[config.mk]
export PLATFORM = sky130hd
export DESIGN_NAME = pwr_rail_seq
export DESIGN_NICKNAME = d
export VERILOG_FILES = /design/src/rtl/pwr_seq_pkg.sv /design/src/rtl/pwr_rail_seq_pg_sync.sv /design/src/rtl/pwr_rail_seq.sv
export SDC_FILE = /design/constraint.sdc
export NUM_CORES = 1
export LEC_CHECK = 0
export CAP_MARGIN = 20
export CORE_AREA = 2 2 94 96
export DETAILED_ROUTE_END_ITERATION = 10
export DIE_AREA = 0 0 96 98
export PLACE_DENSITY = 0.5
export SLEW_MARGIN = 20
export SYNTH_ARGS = -nofsm -noshare
export SYNTH_HDL_FRONTEND = slang
export SYNTH_SLANG_ARGS = --single-unit
[constraint.sdc]
create_clock -name i_clk_32k -period 3.1 [get_ports i_clk_32k]
set_input_delay 0.62 -clock i_clk_32k [delete_from_list [all_inputs] [get_ports i_clk_32k]]
set_output_delay 0.62 -clock i_clk_32k [all_outputs]
set_load 0.02 [all_outputs]
[src/rtl/pwr_seq_pkg.sv]
// Shared definitions for the board power-rail sequencer: state encodings
// and default timing constants derived from the 32.768 kHz sequencing clock.
package pwr_seq_pkg;

   // Sequencer states; the numeric values are visible on the debug/readback port
   typedef enum logic [2:0] {
      SEQ_OFF     = 3'd0,
      SEQ_WAIT_PG = 3'd1,
      SEQ_ON_DLY  = 3'd2,
      SEQ_ON      = 3'd3,
      SEQ_OFF_DLY = 3'd4,
      SEQ_FAULT   = 3'd5
   } seq_state_e;

   // Sequencing clock frequency in Hz
   localparam int CLK_HZ = 32768;

   // ~100 ms power-good timeout, rounded to the nearest cycle (3277)
   localparam int PG_TIMEOUT_100MS = (CLK_HZ * 100 + 500) / 1000;

   // ~1 ms inter-rail delay, rounded to the nearest cycle (33)
   localparam int DLY_1MS = (CLK_HZ + 500) / 1000;

endpackage

[src/rtl/pwr_rail_seq_pg_sync.sv]
// Two-flop synchronizer bringing the asynchronous board power-good pins
// into the 32 kHz domain. Resets to "not good" so nothing looks powered
// while the sequencer is held in reset.
module pg_sync #(
   parameter int WIDTH = 4
) (
   input  logic             i_clk_32k,
   input  logic             i_rst_n,
   input  logic [WIDTH-1:0] i_async,
   output logic [WIDTH-1:0] o_sync
);

   logic [WIDTH-1:0] meta;

   // First stage may go metastable; second stage gives it a full cycle to settle
   always_ff @(posedge i_clk_32k or negedge i_rst_n) begin
      if (!i_rst_n) begin
         meta   <= '0;
         o_sync <= '0;
      end else begin
         meta   <= i_async;
         o_sync <= meta;
      end
   end

endmodule

[src/rtl/pwr_rail_seq.sv]
// Board power-rail sequencer. Brings rails up in ascending order behind PSON,
// gating each step on that rail's power-good with a settle delay and a
// timeout, and takes them down in descending order when PSON drops. Timeouts
// and power-good loss are latched as faults that kill every rail at once.
module pwr_rail_seq
   import pwr_seq_pkg::*;
#(
   parameter int NUM_RAILS  = 4,
   parameter int CNT_W      = 12,
   parameter int PG_TIMEOUT = PG_TIMEOUT_100MS,
   parameter int DLY_ON     = DLY_1MS,
   parameter int DLY_OFF    = DLY_1MS
) (
   input  logic                 i_clk_32k,
   input  logic                 i_rst_n,
   input  logic                 i_ctrl_PSON,
   input  logic [NUM_RAILS-1:0] i_pwr_good,
   input  logic                 i_fault_clr,
   output logic [NUM_RAILS-1:0] o_rail_en,
   output logic                 o_sys_pwrok,
   output logic                 o_fault,
   output logic [2:0]           o_fault_rail,
   output logic [2:0]           o_seq_state
);

   localparam int IDX_W = (NUM_RAILS > 1) ? $clog2(NUM_RAILS) : 1;

   localparam logic [CNT_W-1:0] TIMEOUT_LAST = CNT_W'(PG_TIMEOUT - 1);
   localparam logic [CNT_W-1:0] DLY_ON_LAST  = CNT_W'(DLY_ON - 1);
   localparam logic [CNT_W-1:0] DLY_OFF_LAST = CNT_W'(DLY_OFF - 1);
   localparam logic [IDX_W-1:0] LAST_IDX     = IDX_W'(NUM_RAILS - 1);

   seq_state_e           state;
   seq_state_e           state_nxt;
   logic [IDX_W-1:0]     idx;
   logic [IDX_W-1:0]     idx_nxt;
   logic [CNT_W-1:0]     cnt;
   logic [CNT_W-1:0]     cnt_nxt;
   logic [NUM_RAILS-1:0] rail_en_nxt;
   logic [2:0]           fault_rail_nxt;
   logic [NUM_RAILS-1:0] pg;
   logic                 pg_lost;
   logic [IDX_W-1:0]     lost_idx;

   pg_sync #(
      .WIDTH (NUM_RAILS)
   ) u_pg_sync (
      .i_clk_32k (i_clk_32k),
      .i_rst_n   (i_rst_n),
      .i_async   (i_pwr_good),
      .o_sync    (pg)
   );

   // Find the lowest-numbered enabled rail whose power-good has dropped
   always_comb begin
      pg_lost  = 1'b0;
      lost_idx = '0;
      for (int i = NUM_RAILS - 1; i >= 0; i--) begin
         if (o_rail_en[i] && !pg[i]) begin
            pg_lost  = 1'b1;
            lost_idx = IDX_W'(i);
         end
      end
   end

   // Next-state and enable/fault-rail decisions; faults win over PSON drop,
   // which wins over normal sequence progress
   always_comb begin
      state_nxt      = state;
      idx_nxt        = idx;
      rail_en_nxt    = o_rail_en;
      fault_rail_nxt = o_fault_rail;

      case (state)
         SEQ_OFF: begin
            rail_en_nxt = '0;
            if (i_ctrl_PSON) begin
               rail_en_nxt[0] = 1'b1;
               idx_nxt        = '0;
               state_nxt      = SEQ_WAIT_PG;
            end
         end

         SEQ_WAIT_PG: begin
            if (!pg[idx] && (cnt == TIMEOUT_LAST)) begin
               state_nxt      = SEQ_FAULT;
               fault_rail_nxt = 3'(idx);
            end else if (!i_ctrl_PSON) begin
               state_nxt = SEQ_OFF_DLY;
            end else if (pg[idx]) begin
               state_nxt = (idx == LAST_IDX) ? SEQ_ON : SEQ_ON_DLY;
            end
         end

         SEQ_ON_DLY: begin
            if (!i_ctrl_PSON) begin
               state_nxt = SEQ_OFF_DLY;
            end else if (cnt == DLY_ON_LAST) begin
               idx_nxt              = idx + IDX_W'(1);
               rail_en_nxt[idx_nxt] = 1'b1;
               state_nxt            = SEQ_WAIT_PG;
            end
         end

         SEQ_ON: begin
            if (pg_lost) begin
               state_nxt      = SEQ_FAULT;
               fault_rail_nxt = 3'(lost_idx);
            end else if (!i_ctrl_PSON) begin
               state_nxt = SEQ_OFF_DLY;
            end
         end

         SEQ_OFF_DLY: begin
            rail_en_nxt[idx] = 1'b0;
            if (cnt == DLY_OFF_LAST) begin
               if (idx == '0) begin
                  state_nxt = SEQ_OFF;
               end else begin
                  idx_nxt = idx - IDX_W'(1);
               end
            end
         end

         SEQ_FAULT: begin
            rail_en_nxt = '0;
            if (i_fault_clr && !i_ctrl_PSON) begin
               state_nxt = SEQ_OFF;
            end
         end

         default: begin
            state_nxt      = SEQ_FAULT;
            fault_rail_nxt = '0;
         end
      endcase

      if (state_nxt == SEQ_FAULT) begin
         rail_en_nxt = '0;
      end
   end

   // Shared delay/timeout counter restarts whenever the step changes and parks at all-ones
   always_comb begin
      if ((state_nxt != state) || (idx_nxt != idx)) begin
         cnt_nxt = '0;
      end else if (&cnt) begin
         cnt_nxt = cnt;
      end else begin
         cnt_nxt = cnt + CNT_W'(1);
      end
   end

   // State, step index, counter and registered outputs; reset drops every rail at once
   always_ff @(posedge i_clk_32k or negedge i_rst_n) begin
      if (!i_rst_n) begin
         state        <= SEQ_OFF;
         idx          <= '0;
         cnt          <= '0;
         o_rail_en    <= '0;
         o_sys_pwrok  <= 1'b0;
         o_fault      <= 1'b0;
         o_fault_rail <= '0;
      end else begin
         state        <= state_nxt;
         idx          <= idx_nxt;
         cnt          <= cnt_nxt;
         o_rail_en    <= rail_en_nxt;
         o_sys_pwrok  <= (state_nxt == SEQ_ON);
         o_fault      <= (state_nxt == SEQ_FAULT);
         o_fault_rail <= fault_rail_nxt;
      end
   end

   assign o_seq_state = state;

endmodule
==> key figures, run 1 <==
Power
  – PwrDens: between 600 and 700 nW/um^2
  – Leak Pwr: approximately 0.00099 uW
  – Power, Total: roughly 1600 uW
  – Worst VDD drop: between 200 and 250 uV

CTS
  – CTS Buf Count: 5
  – Worst skew pair latency: 0.30 ns
  – CTS resizes: 0
  – CTS clk-pin slew, worst paths: about 0.07 ns
  – # hold bufs at CTS: 0
  – Maximum root-to-sink buffer count: 2
  – Clock sink total: 33
  – Setup bufs post-CTS: 0
  – Htree depth: 2
  – CTS tree: done
  – Root Driver: clkbuf_8

Finish
  – Final cell count without fillers: 352
  – Final Instance Area: 2460 sq um
  – Synth-to-layout area growth: 19.1%
  – Layout cells sized above 1: 0.143
  – Multi-input logic area: 1130 sq um
  – Filler cells: 883
  – Ant diodes: 0
  – Seq. cell area: slightly above 800 sq um
  – Final #Nets: approximately 260

Logic synthesis
  – Synthesis Warnings: 0
  – Sequential fraction of the synthesis area: 0.399
  – Largest cells by area after synthesis: dfrtp_1 40%, nor3_2 5.3%, ha_1 4.8%, nand2_1 4.2%, nand3_1 3.9%
  – Synthesized netlist cell count: between 200 and 250
  – Unique masters post-synth: 46
  – Most frequent cell after synthesis: dfrtp_1
  – Top FF cell, synth: dfrtp_1
  – #FFs+latches synth: 33
  – Mean area per synthesized cell: 9.36 sq um
  – Post-synth EDFFs: 0
  – Asr flop ratio synth: 1.00
  – Post-synth top area share: 0.399
  – Post-Synthesis Net Count: approximately 240
  – Commonest cells post-synth: 33 x dfrtp_1, 23 x nand2_1, 21 x nor2_1, 16 x nand3_1, 12 x a21oi_1
  – Area leader, netlist: dfrtp_1
  – Mapped Area: about 2100 sq um

Routing
  – DRT iter0 DRCs: roughly 110
  – Total Wirelength: roughly 4.7 mm
  – First drt pass iteration count: 4
  – Antenna Nets Post-Route: 0
  – DRC errors left: 0
  – DR WL/cell: 13.4 um
  – Via Count: ~1700
  – Vias per inst: between 4 and 5

Die
  – Die X: approximately 96 um
  – Die ar.: approximately 9400 sq um
  – Num rows: 34
  – Initial Utilization: 0.244
  – IO Pins: 20
  – Die Ht: about 98 um
  – Core area: ~8500 sq um

Setup path
  – Startpoint types: flop
  – Worst path required time: between 3 and 4 ns
  – Kind of critical path: flop to flop
  – CP max stage delay: ~0.45 ns
  – Crit path arrival time: ~2.8 ns
  – Worst reg2reg startpoint: cnt[0]
  – CP Cell Sequence: inv_1 -> ha_1 -> nor4b_4 -> nand3_2 -> a221oi_2 -> a311oi_2 -> nor3_2 -> buf_4 -> nor3_2
  – CP bufs+invs: 2
  – Slowest cell on the critical path: dfrtp_1
  – CP dominant cell by count: nor3_2
  – Setup crit end kind: flop
  – CP startpoint: cnt[0]
  – Worst Path Max Fanout: 5
  – Delay-heaviest family, CP: simple AND/OR/NAND/NOR gates

Worst hold path
  – Worst Hold Class: flop to flop
  – Hold_sp: u_pg_sync.meta[3]

GRT
  – Initial antenna violation count: 0
  – Overall Global Routing Usage: 0.109
  – Vias in the first global route: approximately 1700
  – Total gr overflow: 0
  – First-pass GRT wire length: slightly above 8 mm
  – Largest net degree at the start of global routing: 34

Flow run
  – Max-cap violation count: 0

Place
  – PortBufs: 18
  – Area of placed instances: ~2300 sq um
  – Placer Congestion: ~0.83
  – Detailed placement HPWL: between 3 and 4 mm
  – # placed instances: 344

Timing
  – Setup TNS: 0 ns
  – Worst-Margin Slew: 0.508 ns
  – Final-report max-slew violation count: 0
  – Final setup fails: 0
  – Post-route clock period utilization: 0.835
  – Slew HR: 0.661
  – Maximum clock frequency: 387 MHz
  – Clk_skew: between 0.015 and 0.02 ns
  – Final Hold Fails: 0
  – Hold slack: between 0.3 and 0.4 ns
  – Crit path time final: ~2.6 ns
  – Unrepaired setup endpoints after global routing: no

Status
  – Status: finished clean
-- metal layers --
| metal | GRT usage | part of all wire |
|---|---|---|
| met1 | 0.148 | 0.48 |
| met2 | 0.168 | 0.48 |
| met3 | 0.0224 | 0.027 |
| met4 | 0.0429 | 0.020 |
| met5 | 0 | 0 |
-- path summary, 6_finish.rpt --
| kind | endpoint | slack (ns) | cells past startpoint |
|---|---|---|---|
| min in group asynchronous | o_seq_state[2] | 0.72 | 2 |
| max in group asynchronous | cnt[7] | 2.05 | 2 |
| max reg2reg | cnt[8] | 0.51 | 9 |
| min reg2reg | u_pg_sync.o_sync[3] | 0.35 | 0 |
| max | cnt[8] | 0.51 | 9 |
| min | u_pg_sync.o_sync[3] | 0.35 | 0 |
-- layout make-up --
| class | instances | share of cell area |
|---|---|---|
| inverters | 11 | 0.0168 |
| repair buffers | 23 | 0.0884 |
| flip-flops and latches | 33 | 0.335 |
| clock inverters | 3 | 0.0188 |
| clock buffers | 5 | 0.0279 |
| multi-input cells | 169 | 0.458 |
| well taps | 108 | 0.0549 |
-- registers in the layout (all words and copies together) (netlist names) --
name / count
o_seq_state: 3
o_rail_en: 4
u_pg_sync.meta: 4
cnt: 12
o_sys_pwrok: 1
u_pg_sync.o_sync: 4
o_fault_rail: 2
o_fault: 1
idx: 2
-- cells in the final DEF, fill, tap and decap left out, types with 7 or more instances in the layout --
| master | count |
|---|---|
| a21oi_1 | 12 |
| clkdlybuf4s50_1 | 18 |
| dfrtp_1 | 33 |
| ha_1 | 8 |
| inv_1 | 11 |
| nand2_1 | 23 |
| nand2b_1 | 9 |
| nand3_1 | 16 |
| nor2_1 | 21 |
| nor3_2 | 11 |
| o21ai_0 | 9 |
| xnor2_1 | 7 |
-- per-stage QoR --
| step | util | setup slack [ns] |
|---|---|---|
| CTS | 0.291 | 0.498 |
| finish | 0.291 | 0.513 |
| detailed placement | 0.277 | 0.415 |
| global route | 0.291 | 0.346 |
| floorplan | - | 0.952 |
| global placement | 0.277 | 0.452 |
-- report_power, final --
| group | internal (uW) | switching, uW |
|---|---|---|
| Clock | 241 | 175 |
| Combinational | 250 | 377 |
| Sequential | 476 | 78.0 |
-- worst reg2reg max path, stage by stage (launching register included) --
cell      delay [ns]
dfrtp_1         0.45
inv_1           0.12
ha_1            0.16
nor4b_4         0.32
nand3_2         0.20
a221oi_2        0.43
a311oi_2        0.16
nor3_2          0.37
buf_4           0.23
nor3_2          0.05
-- cell families (layout without fill, tap and decap cells) --
family,count (synthesis),after routing,share of synthesized area
AO/OA/AOI/OAI,40,40,0.134
XOR/XNOR,7,7,0.0296
adder cells (fa/ha/maj),8,8,0.0484
buffers and inverters,19,42,0.0557
flip-flops,33,33,0.399
multiplexers,2,2,0.0157
other,1,1,0.00181
AND/OR/NAND/NOR,111,111,0.315
No activity file was read; power rests on OpenSTA's default activity.
==> inputs of run 2 (changes only) <==
==> constraint.sdc (replaced) <==
create_clock -name i_clk_32k -period 2.5 [get_ports i_clk_32k]
set_input_delay 0.5 -clock i_clk_32k [delete_from_list [all_inputs] [get_ports i_clk_32k]]
set_output_delay 0.5 -clock i_clk_32k [all_outputs]
set_load 0.02 [all_outputs]
==> key figures, run 2 (synthesis results as in run 1) <==
Finish
  – Filler cells: 881
  – Most common cell after layout, fill and taps aside: dfrtp_1
  – Most flops, register: cnt
  – Layout cells sized above 1: 0.205
  – Ant diodes: 0
  – Max reg flops: 12
  – Seq. cell area: about 830 sq um
  – Final #Nets: roughly 270
  – Multi-input logic area: around 1200 sq um
  – Commonest cells after routing, fill and taps aside: 33 x dfrtp_1, 23 x nand2_1, 21 x nor2_1
  – Synth-to-layout area growth: 27.5%

Routing
  – Antenna Nets Post-Route: 0
  – First drt pass iteration count: 4
  – DRC errors left: 0
  – Vias per inst: between 4 and 5
  – DR WL/cell: about 14 um
  – Via Count: 1721
  – Total Wirelength: 4.98 mm
  – DRT iter0 DRCs: around 160

Setup path
  – Delay-heaviest family, CP: simple AND/OR/NAND/NOR gates
  – CP max stage delay: ~0.38 ns
  – Kind of critical path: flop to flop
  – Startpoint types: flop
  – Slowest cell on the critical path: dfrtp_1
  – CP bufs+invs: 2
  – Worst reg2reg startpoint: cnt[0]
  – CP Cell Sequence: inv_1 -> ha_1 -> nor4b_4 -> nand3_2 -> a221oi_4 -> and4_2 -> nor3_2 -> buf_12 -> nor4b_2
  – Worst path required time: between 2 and 3 ns
  – Setup crit end kind: flop
  – Worst reg-to-reg setup slack: approximately 0.24 ns
  – Crit path arrival time: ~2.5 ns
  – CP startpoint: cnt[0]
  – Worst Path Max Fanout: 12

CTS
  – Htree depth: 2
  – CTS Buf Count: 5
  – Clock sink total: 33
  – Maximum root-to-sink buffer count: 2
  – # hold bufs at CTS: 0
  – Root Driver: clkbuf_8
  – CTS tree: done
  – Worst skew pair latency: around 0.30 ns
  – CTS clk-pin slew, worst paths: 0.07 ns

Place
  – PortBufs: 18
  – Placer Congestion: between 0.8 and 0.9
  – Detailed placement HPWL: 3.65 mm

GRT
  – Total gr overflow: 0
  – Largest net degree at the start of global routing: 34
  – Vias in the first global route: between 1500 and 2000
  – First-pass GRT wire length: about 9 mm
  – Initial antenna violation count: 0
  – Overall Global Routing Usage: 0.119

Worst hold path
  – Worst Hold Class: flop to flop
  – Hold_sp: u_pg_sync.meta[3]

Die
  – Die X: 96 um
  – Core area: approximately 8500 sq um
  – Initial Utilization: 0.244
  – Die ar.: 9410 sq um
  – IO Pins: 20
  – Die Ht: between 90 and 100 um
  – Num rows: 34

Timing
  – Final-report max-slew violation count: 0
  – Clk_skew: 0.0206 ns
  – Maximum clock frequency: 443 MHz
  – Final Hold Fails: 0
  – Post-route clock period utilization: 0.904
  – Setup TNS: 0 ns
  – Final setup fails: 0
  – Crit path time final: approximately 2.3 ns
  – Hold slack: 0.350 ns
  – Unrepaired setup endpoints after global routing: no

Power
  – Clock power frac: 0.240
  – Sw Share: 0.387
  – Pint: between 1000 and 1500 uW
  – PwrDens: between 800 and 900 nW/um^2
  – Power, Total: between 2000 and 2500 uW
  – Comb pwr share: 0.468
  – Worst VDD drop: 427 uV
  – Leak Pwr: roughly 0.0011 uW
  – Reg power frac: 0.292
  – Net Switching: around 850 uW

Status
  – Status: finished clean

Flow run
  – Max-cap violation count: 0
-- run 2: cell count changes in the layout (fill, tap and decap cells not counted), sizes merged --
cell	before	now
buf	5	20
-- run 2: what timing repair did --
action                                  4_1_cts  5_1_grt
hold endpoints to repair                      0        0
resized for setup                             0        4
setup buffers                                 0        2
endpoints found under the setup margin        0        2
-- run 2: metrics by stage --
stage | instances | util | instance area (sq um) | setup slack [ns]
2_1_floorplan | 221 | - | 2070 | 0.352
3_3_place_gp | 357 | 0.293 | 2480 | 0.0721
3_5_place_dp | 357 | 0.293 | 2480 | 0.00310
4_1_cts | 365 | 0.307 | 2600 | 0.0838
5_1_grt | 367 | 0.312 | 2640 | 0.0467
6_report | 367 | 0.312 | 2640 | 0.241
-- run 2: worst paths after layout --
| check | endpoint | cells past startpoint |
|---|---|---|
| setup / recovery | cnt[1] | 9 |
| min in group asynchronous | cnt[1] | 2 |
| setup reg to reg | cnt[1] | 9 |
| hold reg to reg | u_pg_sync.o_sync[3] | 0 |
| hold / removal | u_pg_sync.o_sync[3] | 0 |
| max in group asynchronous | o_sys_pwrok | 2 |
-- run 2: final cells by class --
class                   count  area share
multi-input cells         169       0.437
flip-flops and latches     33       0.313
repair buffers             38       0.139
well taps                 108      0.0512
clock buffers               5      0.0261
clock inverters             3      0.0176
inverters                  11      0.0157
-- run 2: power by group through the flow --
stage / registers, uW / clock network (uW) / logic (uW)
finish: 642 / 527 / 1030
detailed placement: 653 / 0 / 986
CTS: 643 / 542 / 990
global route: 652 / 565 / 1130
floorplan: 689 / 0 / 572
global placement: 652 / 0 / 986
-- run 2: routing by layer --
layer	part of all wire	track usage
met1	0.48	0.161
met2	0.47	0.187
met3	0.035	0.0216
met4	0.017	0.0429
met5	0	0
==> inputs of run 3 (changes only) <==
--- a/config.mk
+++ b/config.mk
@@ -9,6 +9,7 @@
 export CORE_AREA = 2 2 94 96
 export DETAILED_ROUTE_END_ITERATION = 10
 export DIE_AREA = 0 0 96 98
+export HOLD_SLACK_MARGIN = 0.15
 export PLACE_DENSITY = 0.5
 export SLEW_MARGIN = 20
 export SYNTH_ARGS = -nofsm -noshare
==> results of run 3 <==
No change in the layout: final DEF, timing and power equal those of run 2.
